### config.mk
export PLATFORM = sky130hd
export DESIGN_NAME = cache_line_adapter
export DESIGN_NICKNAME = d
export VERILOG_FILES = /design/src/rtl/cache_line_adapter.sv
export SDC_FILE = /design/constraint.sdc
export NUM_CORES = 1
export LEC_CHECK = 0
export ABC_CLOCK_PERIOD_IN_PS = 4800
export CORE_MARGIN = 3
export CORE_UTILIZATION = 40
export DETAILED_ROUTE_END_ITERATION = 12
export PLACE_DENSITY = 0.85
export SKIP_LAST_GASP = 1
export SLEW_MARGIN = 20
export SYNTH_ARGS = -nofsm -noshare
export SYNTH_HDL_FRONTEND = slang
export SYNTH_SLANG_ARGS = --single-unit
### constraint.sdc
create_clock -name clk -period 4.8 [get_ports clk]
set_input_delay 0.72 -clock clk [delete_from_list [all_inputs] [get_ports clk]]
set_output_delay 0.72 -clock clk [all_outputs]
set_load 0.02 [all_outputs]
### src/rtl/cache_line_adapter.sv
// Line-granular refill/writeback sequencer between a data L1 and a word-wide
// memory port: optional dirty-victim writeback, then a full line fill.
module cache_line_adapter #(
    parameter int WORD_SIZE      = 32,
    parameter int ADDR_SIZE      = 32,
    parameter int WORDS_PER_LINE = 8
) (
    input  logic                 clk,
    input  logic                 reset,
    input  logic                 access,
    input  logic [ADDR_SIZE-1:0] cpu_addr,
    input  logic                 cache_hit,
    input  logic                 cache_dirty,
    input  logic [ADDR_SIZE-1:0] victim_addr,
    input  logic [WORD_SIZE-1:0] cache_rdata,
    output logic [ADDR_SIZE-1:0] cache_addr,
    output logic [WORD_SIZE-1:0] cache_wdata,
    output logic                 we_cache,
    output logic                 word_mode,
    output logic                 stall,
    output logic                 mem_req,
    output logic                 mem_we,
    output logic [ADDR_SIZE-1:0] mem_addr,
    output logic [WORD_SIZE-1:0] mem_wdata,
    input  logic [WORD_SIZE-1:0] mem_rdata,
    input  logic                 mem_ack
);

    localparam int CNT_W = (WORDS_PER_LINE > 1) ? $clog2(WORDS_PER_LINE) : 1;
    localparam int BSH   = $clog2(WORD_SIZE / 8);
    localparam int OFFB  = $clog2(WORDS_PER_LINE) + BSH;
    localparam logic [CNT_W-1:0] LAST = CNT_W'(WORDS_PER_LINE - 1);

    typedef enum logic [1:0] {
        S_IDLE,
        S_WB,
        S_FILL,
        S_DONE
    } state_t;

    state_t               r_state;
    logic [CNT_W-1:0]     r_cnt;
    logic [ADDR_SIZE-1:0] r_miss_base;
    logic [ADDR_SIZE-1:0] r_victim_base;

    logic [ADDR_SIZE-1:0] w_off;
    logic [ADDR_SIZE-1:0] w_line_mask;
    logic [ADDR_SIZE-1:0] w_vaddr;
    logic [ADDR_SIZE-1:0] w_maddr;
    logic                 w_miss;

    assign w_off       = ADDR_SIZE'(r_cnt) << BSH;
    assign w_line_mask = ~((ADDR_SIZE'(1) << OFFB) - ADDR_SIZE'(1));
    assign w_vaddr     = r_victim_base + w_off;
    assign w_maddr     = r_miss_base + w_off;
    assign w_miss      = access & ~cache_hit;

    always_ff @(posedge clk or negedge reset) begin
        if (!reset) begin
            r_state       <= S_IDLE;
            r_cnt         <= '0;
            r_miss_base   <= '0;
            r_victim_base <= '0;
        end else begin
            unique case (r_state)
                S_IDLE: begin
                    if (w_miss) begin
                        r_miss_base   <= cpu_addr & w_line_mask;
                        r_victim_base <= victim_addr;
                        r_cnt         <= '0;
                        r_state       <= cache_dirty ? S_WB : S_FILL;
                    end
                end
                S_WB: begin
                    if (mem_ack) begin
                        r_cnt <= r_cnt + 1'b1;
                        if (r_cnt == LAST) begin
                            r_cnt   <= '0;
                            r_state <= S_FILL;
                        end
                    end
                end
                S_FILL: begin
                    if (mem_ack) begin
                        r_cnt <= r_cnt + 1'b1;
                        if (r_cnt == LAST) begin
                            r_state <= S_DONE;
                        end
                    end
                end
                S_DONE: begin
                    r_state <= S_IDLE;
                end
                default: r_state <= S_IDLE;
            endcase
        end
    end

    // Outputs decode from the registered state; reset gates the strobes
    // immediately, even while the state flops are being cleared.
    always_comb begin
        cache_addr  = cpu_addr;
        cache_wdata = mem_rdata;
        we_cache    = 1'b0;
        word_mode   = 1'b0;
        stall       = 1'b0;
        mem_req     = 1'b0;
        mem_we      = 1'b0;
        mem_addr    = '0;
        mem_wdata   = '0;
        unique case (r_state)
            S_IDLE: begin
                stall = w_miss;
            end
            S_WB: begin
                mem_req    = 1'b1;
                mem_we     = 1'b1;
                mem_addr   = w_vaddr;
                mem_wdata  = cache_rdata;
                cache_addr = w_vaddr;
                stall      = 1'b1;
                word_mode  = 1'b1;
            end
            S_FILL: begin
                mem_req    = 1'b1;
                mem_addr   = w_maddr;
                cache_addr = w_maddr;
                we_cache   = mem_ack;
                stall      = 1'b1;
                word_mode  = 1'b1;
            end
            S_DONE: begin
                stall = 1'b1;
            end
            default: ;
        endcase
        if (!reset) begin
            stall     = 1'b0;
            mem_req   = 1'b0;
            mem_we    = 1'b0;
            we_cache  = 1'b0;
            word_mode = 1'b0;
        end
    end

endmodule
# Word level (Yosys, flattened, before mapping)
# Cells that the tools add are included.
[totals]
reg_bits = 64
in_bits = 134
out_inout_bits = 133
word_cells = 48
[classes]
n_addsub = 3
eq_ne = 9
n_mux = 23
bitwise = 2
n_reduce_logical = 7
[ops]
columns = ["op", "n"]
rows = [
  ["32-bit one-hot mux with 2 select lines", 2],
  ["32-bit by 5-bit adder with 32-bit output", 2],
  ["32-bit 2-to-1 mux", 1],
  ["2-bit 2-to-1 mux", 6],
  ["3-bit 2-to-1 mux", 4],
  ["2-bit != test, second input constant", 5],
  ["3-bit one-hot mux with 3 select lines", 1],
  ["2-bit one-hot mux with 4 select lines", 1],
  ["1-bit 2-to-1 mux", 7],
  ["5-bit AND reduction", 1],
  ["2-bit == test, second input constant", 2],
  ["4-bit AND reduction", 1],
  ["3-bit by 1-bit adder with 3-bit output, second input constant", 1],
  ["3-bit == test, second input constant", 1],
  ["3-bit nonzero test", 1],
  ["3-bit OR reduction", 1],
  ["2-bit by 1-bit == test with 1-bit output, second input constant", 1],
  ["2-bit zero test", 1],
  ["1-bit one-hot mux with 2 select lines", 1],
  ["2-bit AND reduction", 1],
  ["2-bit OR reduction", 1],
  ["1-bit AND", 1],
  ["1-bit NOT", 1],
]

# Longest topological paths before layout
[logic_depth]
word_depth = 4
ltp_mapped = 9
mapped_depth_nobuf = 8

# Least setup slack after synthesis
# Ideal clock, no wire load.
[synth_path]
path_type = "reg2out"
startpoint = "register r_cnt[0]"
endpoint = "output port mem_addr[20]"
arrival_time_ns = 2.314
slack_ns = 1.766
path_stages_with_launch = 9
path_buffers = 0
path_cell_list = "dfrtp_1 ha_1 inv_1 fa_1 and2b_1 o2111ai_4 nor3_1 xnor2_1 o21ai_0"
[synth_via]
elab_chain_cells = 2
elab_cells_between_ends = 3
[synth_rtl]
columns = ["element", "line_no", "rtl"]
rows = [
  ["start: declaration", "42", "logic [CNT_W-1:0] r_cnt;"],
  ["start signal: assignment", "76", "r_cnt <= r_cnt + 1'b1;"],
  ["start signal: assignment", "85", "r_cnt <= r_cnt + 1'b1;"],
  ["32-bit by 5-bit adder with 32-bit output, on equally long branches", "55, 54", ""],
  ["32-bit one-hot mux with 2 select lines (*)", "111", "unique case (r_state)"],
  ["end: declaration", "23", "output logic [ADDR_SIZE-1:0] mem_addr,"],
]
# Every way passes the cells marked *; elsewhere a longest branch is shown, timed or not.

# Worst setup path in the final report
[layout_path]
startpoint = "register r_cnt[0]"
endpoint = "output port cache_addr[26]"
[layout_via]
elab_chain_cells = 2
elab_cells_between_ends = 3
[layout_rtl]
columns = ["element", "line_no", "rtl"]
rows = [
  ["32-bit by 5-bit adder with 32-bit output, on equally long branches", "55, 54", ""],
  ["32-bit one-hot mux with 2 select lines (*)", "111", ""],
  ["end: declaration", "16", "output logic [ADDR_SIZE-1:0] cache_addr,"],
]
# Marked as above.

==> flow_summary.toml <==
[route]
route.final.wire_length_um = 15800
drt-wirelength-per-cell_um = 20.2
drcViolationCount = 0
drt_first_pass_iters = 5
ant_nets = 0
vias = 4269
drt-initial-drc-count = 372
route.detailed.vias_per_inst = 5.47

[status]
run_status = "finished clean"

[setup_path]
critPathCaptureType = "primary output"
worst_setup_path_startpoint = "r_cnt[0]"
critical-path-slowest-cell = "clkdlybuf4s50_1"
largest_fanout_on_the_critical_path = 10
crit_required_ns = 4.08
worstReg2RegStart = "r_state[1]"
kind_of_launch_point_of_the_worst_setup_path = "register"
cp_slowest_stage_delay_ns = 0.63
crit_chain = "ha_1 -> inv_1 -> fa_1 -> and2b_1 -> o2111ai_4 -> nor4_2 -> xnor2_1 -> o221ai_1 -> clkdlybuf4s50_1"
cp_data_arrival_time_ns = 3.36
path_delay_family = "simple AND/OR/NAND/NOR gates"
buffers_inverters_on_critical_path = 2
critical_path_class = "register to primary output"

[cells_and_area]
flow.area_growth_from_synthesis_pct = 47.3
multi_input_comb_area_um2 = 2350
layout-drive-gt1-share_pct = 12.7
sequential_cell_area_um2 = 1600
final_cell_area_um2 = 6520
final_nets = 783
postLayoutCoreUtil_pct = 61.8
fill_cells = 906
n_antenna_cell = 0
stdcell_count = 780

[cts]
cts_buffers = 9
buffers_from_clock_root_to_sink_at_most = 2
h_tree_depth = 3
cts.clk_slew.worst_paths_ns = 0.08
cts_tree = "yes"
cts.hold.buffers_added = 0
cts.sinks = 64
clock_insertion_delay_worst_skew_ns = 0.34
ctsRootBufferMaster = "clkbuf_8"
cts-resized-gates = 0
post-cts-setup-buffers = 0

[pwr]
power_switching_share_pct = 45.3
p_int_mw = 2.42
fraction_of_power_consumed_by_sequential_logic_pct = 24.0
switchingPower_mw = 2.00
power.density_cell_area_nw_per_um2 = 678
clock_power_share_pct = 12.2
power_mw = 4.42
static-leakage-power_nw = 2.74
share_comb_of_total_power_pct = 63.8
ir_drop_mv = 0.322

[floorplanning]
fp.dieArea_um2 = 12400
floorplan.rows = 37
start_util_pct = 42.0
dieWidth_um = 111
io_pins = 267
fp.coreArea_um2 = 10600
floorplan.die.height_um = 111

[placed_design]
globalplace.congestion = 0.866
place_hpwl_um = 12300
detailedPlace.worstSlack_ns = 1.09
placedCellCount = 764
place_area_um2 = 6290
portBuffers = 202

[yosys]
synth_top_cells_by_area = "dfrtp_1, mux2_2, buf_4, and2_1, nand2_1"
mappedNetlistNets = 627
dominantRegCellSynth = "dfrtp_1"
ys_seq_elements = 64
synthDominantAreaCellType = "dfrtp_1"
number_of_synthesized_flops_with_an_enable_pin = 0
synth_area_um2 = 4430
synth-warning-count = 0
synthDistinctLibCells = 50
synth.top_cells.by_count = "dfrtp_1, nand2_1, o21ai_0"
synth.avg_cell_area_um2 = 9.17
syn_inst = 483
synthDominantCellAreaShare_pct = 36.2
postSynth.asyncResetShare_pct = 100
synth_seq_area_share_pct = 36.2
post-synth-top-count-cell = "dfrtp_1"

[global_route]
grt_pass1_wl_um = 24500
grt_start_max_net_pins = 59
number_of_global_route_vias_before_repair = 4313
track_usage_pct = 24.9
global_route.overflow_total = 0
antenna_found_initial = 0

[hold_path]
hp-class = "primary input to asynchronous set/reset pin"

[sta]
final_period_utilization_pct = 84.9
slew_headroom_pct = 44.5
hold_ws_ns = 0.295
timing.final.crit_period_ns = 4.08
timing.setup.tns_ns = 0
clock_skew_ns = 0.0133
hold_viol = 0
fin_ws_ns = 0.724
max_clock_freq_ghz = 0.245
setup_repair_after_global_routing_missed_its_margin = "no"
setup_violations = 0
measured_slew_at_the_worst_slew_check_pin_ns = 0.830
finalMaxSlewViolations = 0

[job]
max_cap_violations = 0
layout by cell type, fill, tap and decap left out, types with 5 or more instances in the layout:
cell             instances
clkdlybuf4s50_1        201
dfrtp_1                 64
nand2_1                 59
o21ai_0                 43
mux2_2                  42
and2_1                  38
inv_1                   27
o221ai_1                18
xor2_1                  13
xnor2_1                 12
a21o_1                  12
nor2_1                  10
nand4_1                 10
clkbuf_8                10
nand3_1                  9
ha_1                     9
o21ai_1                  6
and3_1                   5
kinds of logic (layout without fill, tap and decap cells):
group	count (synthesis)	count (layout)	synth area share (%)
AOI/OAI and AO/OA	93	93	14.0
xor gates and xnor gates	25	25	4.94
adders and majority gates	10	10	2.99
buffers and inverters	89	250	10.7
DFF	64	64	36.2
muxes	46	46	11.6
and+or+nand+nor	156	156	19.6
worst reg2reg max path: stages (launching register included):
cell and delay [ns]:
dfrtp_1 0.39, inv_1 0.13, ha_1 0.25, buf_4 0.25
nand2_1 0.32, buf_4 0.43, nor2_1 0.11, nor2_1 0.12
nor2_1 0.06, mux2_2 0.26
layer usage:
layer / vias up / wire length, um / track usage (%)
met3: 29 / 975 / 5.51
met4: 0 / 343 / 8.52
li1: 1947 / - / -
met2: 192 / 8180 / 43.7
met5: - / 0 / 0.417
met1: 2101 / 6270 / 29.9
path summary, 6_finish.rpt:
path,to,slack (ns),cells after the start
setup / recovery,cache_addr[26],0.72,9
hold / removal,r_miss_base[10],0.29,1
setup reg to reg,r_cnt[0],2.38,9
hold reg to reg,r_miss_base[13],0.49,2
max in group asynchronous,r_miss_base[20],3.46,2
min in group clk,r_miss_base[13],0.49,2
cell type report:
| class | instances | share of cell area, % |
|---|---|---|
| Multi-Input combinational cell | 330 | 36.1 |
| Timing Repair Buffer | 207 | 31.7 |
| Sequential cell | 64 | 24.6 |
| Tap cell | 136 | 2.61 |
| Clock buffer | 10 | 2.11 |
| Inverter | 27 | 1.55 |
| Clock inverter | 6 | 1.40 |
state kept, by name, summed over array words and instances, names as in the netlist:
register / cells
r_victim_base: 32
r_state: 2
r_cnt: 3
r_miss_base: 27
power groups by stage:
stage	sequential, mW	clock, mW	combinational (mW)
6_report	1.06	0.538	2.82
5_1_grt	1.09	0.578	3.01
4_1_cts	1.05	0.553	2.84
3_5_place_dp	1.06	0	2.83
3_3_place_gp	1.04	0	2.77
2_1_floorplan	0.973	0	1.69
Power figures use the tool's default switching activity.
==> RTL edit 1: new RTL, same settings <==
Change the parameter `WORD_SIZE` from 32 to 16.
--- a/src/rtl/cache_line_adapter.sv
+++ b/src/rtl/cache_line_adapter.sv
@@ -3,3 +3,3 @@
 module cache_line_adapter #(
-    parameter int WORD_SIZE      = 32,
+    parameter int WORD_SIZE      = 16,
     parameter int ADDR_SIZE      = 32,
Interface: changed (resized cache_rdata, cache_wdata, mem_rdata and mem_wdata); port bits go from 267 to 203. No check against the original RTL was run, so the function may have changed too.
==> RTL edit 1 against the original RTL <==
- area after synthesis down 3.8%
- design area down 4.9%
- final cell count down 4.2%
- routed wire length down 17%
- critical endpoint is now cache_addr[18]
- sequential cell count up 1
- power up 0.22%
- worst hold slack worse by 0.097 ns
- worst setup slack worse by 0.17 ns
==> RTL edit 1: results <==
metrics = {
    "run_status": {
        "status": "completed",
    },
    "cells_and_area": {
        "layout.nets": 718,
        "final_cell_count_no_fill": 747,
        "fillers": 881,
        "drive_gt1_share_pct": 13.7,
        "reg_top3": "r_victim_base (32), r_miss_base (28), r_cnt (3)",
        "regArea_um2": 1630,
    },
    "worst_setup_path": {
        "startpoint": "r_state[1]",
        "max_stage_delay_ns": 0.66,
        "crit_family": "simple AND/OR/NAND/NOR gates",
        "arrival_ns": 3.52,
        "regToRegEndpoint": "r_cnt[0]",
        "r2r_setup_slack_ns": 2.56,
        "critPathMaxFanout": 22,
        "cp-endpoint": "cache_addr[18]",
    },
    "sta": {
        "fin_hold_ws_ns": 0.198,
        "slew_headroom_pct": 42.9,
        "fin_skew_ns": 0.00886,
        "post-route-period-util_pct": 88.4,
    },
    "synthesis": {
        "synth_xor_area_share_pct": 3.29,
        "ys_top_cells_by_area": "dfrtp_1 (38%), mux2_2 (13%), nand2_1 (6.3%), o21ai_0 (4.1%), and2_1 (3.1%)",
        "muxShareOfSynthArea_pct": 14.7,
        "synth_fa_ha_area_share_pct": 3.11,
        "ys_types": 51,
        "synth_commonest_cells": "nand2_1 (71), dfrtp_1 (65), mux2_2 (51)",
        "synth.avg_cell_area_um2": 9.22,
        "syn-num-nets": 574,
        "synthArstFlopShare_pct": 100,
        "synth-compound-area-share_pct": 14.0,
        "seq_area_frac_synth_pct": 38.2,
    },
    "power_and_ir_drop": {
        "intPower_uw": 2510,
        "vdd_drop_max_uv": 437,
        "leakage_uw": 0.00265,
    },
    "route": {
        "wl_met2_um": 6620,
        "drt-met1-wl_um": 5490,
        "met3_length_um": 793,
        "viasPerCell": 5.38,
        "finalWirelength_um": 13100,
        "drtIter0Drc": 215,
    },
    "placed_design": {
        "dpl.cell_count": 731,
        "port-buffer-count": 170,
        "place_congestion": 0.887,
        "dp_slack_ns": 0.955,
        "hpwl_um": 9840,
        "postPlaceCellArea_um2": 5940,
    },
    "global_route": {
        "use_met1_pct": 28.3,
        "grt_pass1_wl_um": 20900,
        "first_global_vias": 4080,
        "grt_start_max_net_pins": 71,
        "track_usage_pct": 22.3,
        "antenna_found_initial": 0,
        "grt_use_met2_pct": 38.6,
        "met3_usage_pct": 4.44,
    },
    "cts": {
        "clk_pin_slew_ns": 0.08,
        "cts.repair.resized": 0,
        "clockRootBuffer": "clkbuf_8",
        "worstSkewPairLatency_ns": 0.33,
    },
    "hold_path": {
        "holdCritPathClass": "primary input to asynchronous set/reset pin",
    },
}
-- RTL edit 1: changes by cell type after synthesis, sizes merged, moves of 9 or more --
cell,before,now
o221ai,18,9
inv,27,18
xor2,13,3
and2,40,21
nand3,11,25
mux2,42,51
o21ai,49,39
buf,45,21
nand2,59,71
nor4,5,14
-- RTL edit 1: power by group through the flow --
stage | logic (uW) | clock network, uW | registers [uW]
floorplan | 1660 | 0 | 991
global placement | 2670 | 0 | 1060
detailed placement | 2750 | 0 | 1080
CTS | 2760 | 618 | 1070
global route | 2940 | 644 | 1130
finish | 2740 | 607 | 1090
-- RTL edit 1: area by class of cell --
cell class / instances / area share (%)
multi-input combinational: 335 / 37.5
clock inverter: 4 / 1.57
inverter: 18 / 1.09
tap: 136 / 2.74
clock buffer: 12 / 2.66
sequential: 65 / 26.2
timing repair buffer: 177 / 28.2
==> RTL edit 2: new RTL, same settings <==
Made on the original files. Re-encode `state_t` (4 states) as Gray code, 2 bits wide.
--- a/src/rtl/cache_line_adapter.sv
+++ b/src/rtl/cache_line_adapter.sv
@@ -34,6 +34,6 @@
     typedef enum logic [1:0] {
-        S_IDLE,
-        S_WB,
-        S_FILL,
-        S_DONE
+        S_IDLE = 2'b00,
+        S_WB   = 2'b01,
+        S_FILL = 2'b11,
+        S_DONE = 2'b10
     } state_t;
Behaviour: same outputs for any inputs over 4 cycles, from zero or initial values and one cycle with reset low; so few cycles prove little.
==> RTL edit 2 against the original RTL <==
- routed wire length increased by 4.2%
- combinational power increased by 20%
- worst setup slack lost 0.17 ns
- design area increased by 2.4%
- non-clock buffer count rose by 1
- sequential cell count unchanged
- power rose by 14%
- clock skew down 0.0057 ns
- area after synthesis increased by 2.5%
==> RTL edit 2: results <==
metrics = {
    "worst_setup_path": {
        "arrival_ns": 3.53,
        "critPathMaxFanout": 7,
        "crit_family": "buffers and inverters",
    },
    "global_route": {
        "grt_pass1_wl_um": 26000,
        "grt_start_max_net_pins": 58,
        "first_global_vias": 4586,
        "track_usage_pct": 25.8,
    },
    "route": {
        "vias": 4337,
        "drtIter0Drc": 303,
        "firstDrtPassIters": 5,
        "viasPerCell": 5.63,
        "wl_per_cell_um": 21.3,
    },
    "power_and_ir_drop": {
        "powerComb_uw": 3370,
        "power_clock_uw": 664,
        "vdd_drop_max_uv": 531,
        "leakage_uw": 0.00295,
    },
    "sta": {
        "fin_skew_ns": 0.00757,
        "slew_headroom_pct": 44.6,
    },
    "cells_and_area": {
        "nonClockInverterCount": 12,
        "regArea_um2": 1600,
        "clkbuf_count": 12,
        "drive_gt1_share_pct": 16.0,
        "multi_input_area_share_pct": 37.0,
        "multi_input_gates": 331,
        "buffers": 208,
    },
    "run_status": {
        "status": "completed",
    },
    "synthesis": {
        "syn-num-nets": 612,
        "ys_types": 63,
        "synth_commonest_cells": "dfrtp_1 (64), mux2_2 (57), and3_1 (41)",
        "ys_top_cells_by_area": "dfrtp_1 (35%), mux2_2 (14%), buf_4 (6.1%), and3_1 (5.6%), o21ai_0 (2.8%)",
        "muxShareOfSynthArea_pct": 14.6,
        "synth_fa_ha_area_share_pct": 1.82,
        "seq_area_frac_synth_pct": 35.3,
        "synth-compound-area-share_pct": 16.3,
    },
    "die": {
        "start_util_pct": 41.4,
    },
    "cts": {
        "clockRootBuffer": "clkbuf_16",
        "clk_pin_slew_ns": 0.05,
    },
    "placed_design": {
        "place_congestion": 0.850,
        "dp_slack_ns": 0.951,
    },
}
[RTL edit 2: through the flow]
step / total power [uW] / hold slack (ns) / util [%] / area (um2)
finish: 5060 / 0.354 / 60.8 / 6680
global placement: 4320 / 0.466 / 58.0 / 6370
CTS: 5090 / 0.360 / 60.8 / 6680
detailed placement: 4390 / 0.471 / 58.0 / 6370
global route: 5350 / 0.384 / 60.8 / 6680
floorplan: 2920 / 0.424 / - / 4540
[RTL edit 2: per-layer routing]
metal	wire [um]	global-route usage, %
met2	8340	44.2
met3	1150	6.42
met1	6520	31.9
met4	419	7.85
met5	0	0.392
[RTL edit 2: final timing paths]
kind / endpoint / slack, ns / cells past startpoint
min: r_victim_base[3] / 0.35 / 1
max: cache_addr[28] / 0.55 / 9
min in group clk: r_miss_base[19] / 0.49 / 1
max in group asynchronous: r_victim_base[25] / 3.46 / 2
max reg2reg: r_victim_base[14] / 2.06 / 5
min reg2reg: r_miss_base[19] / 0.49 / 1
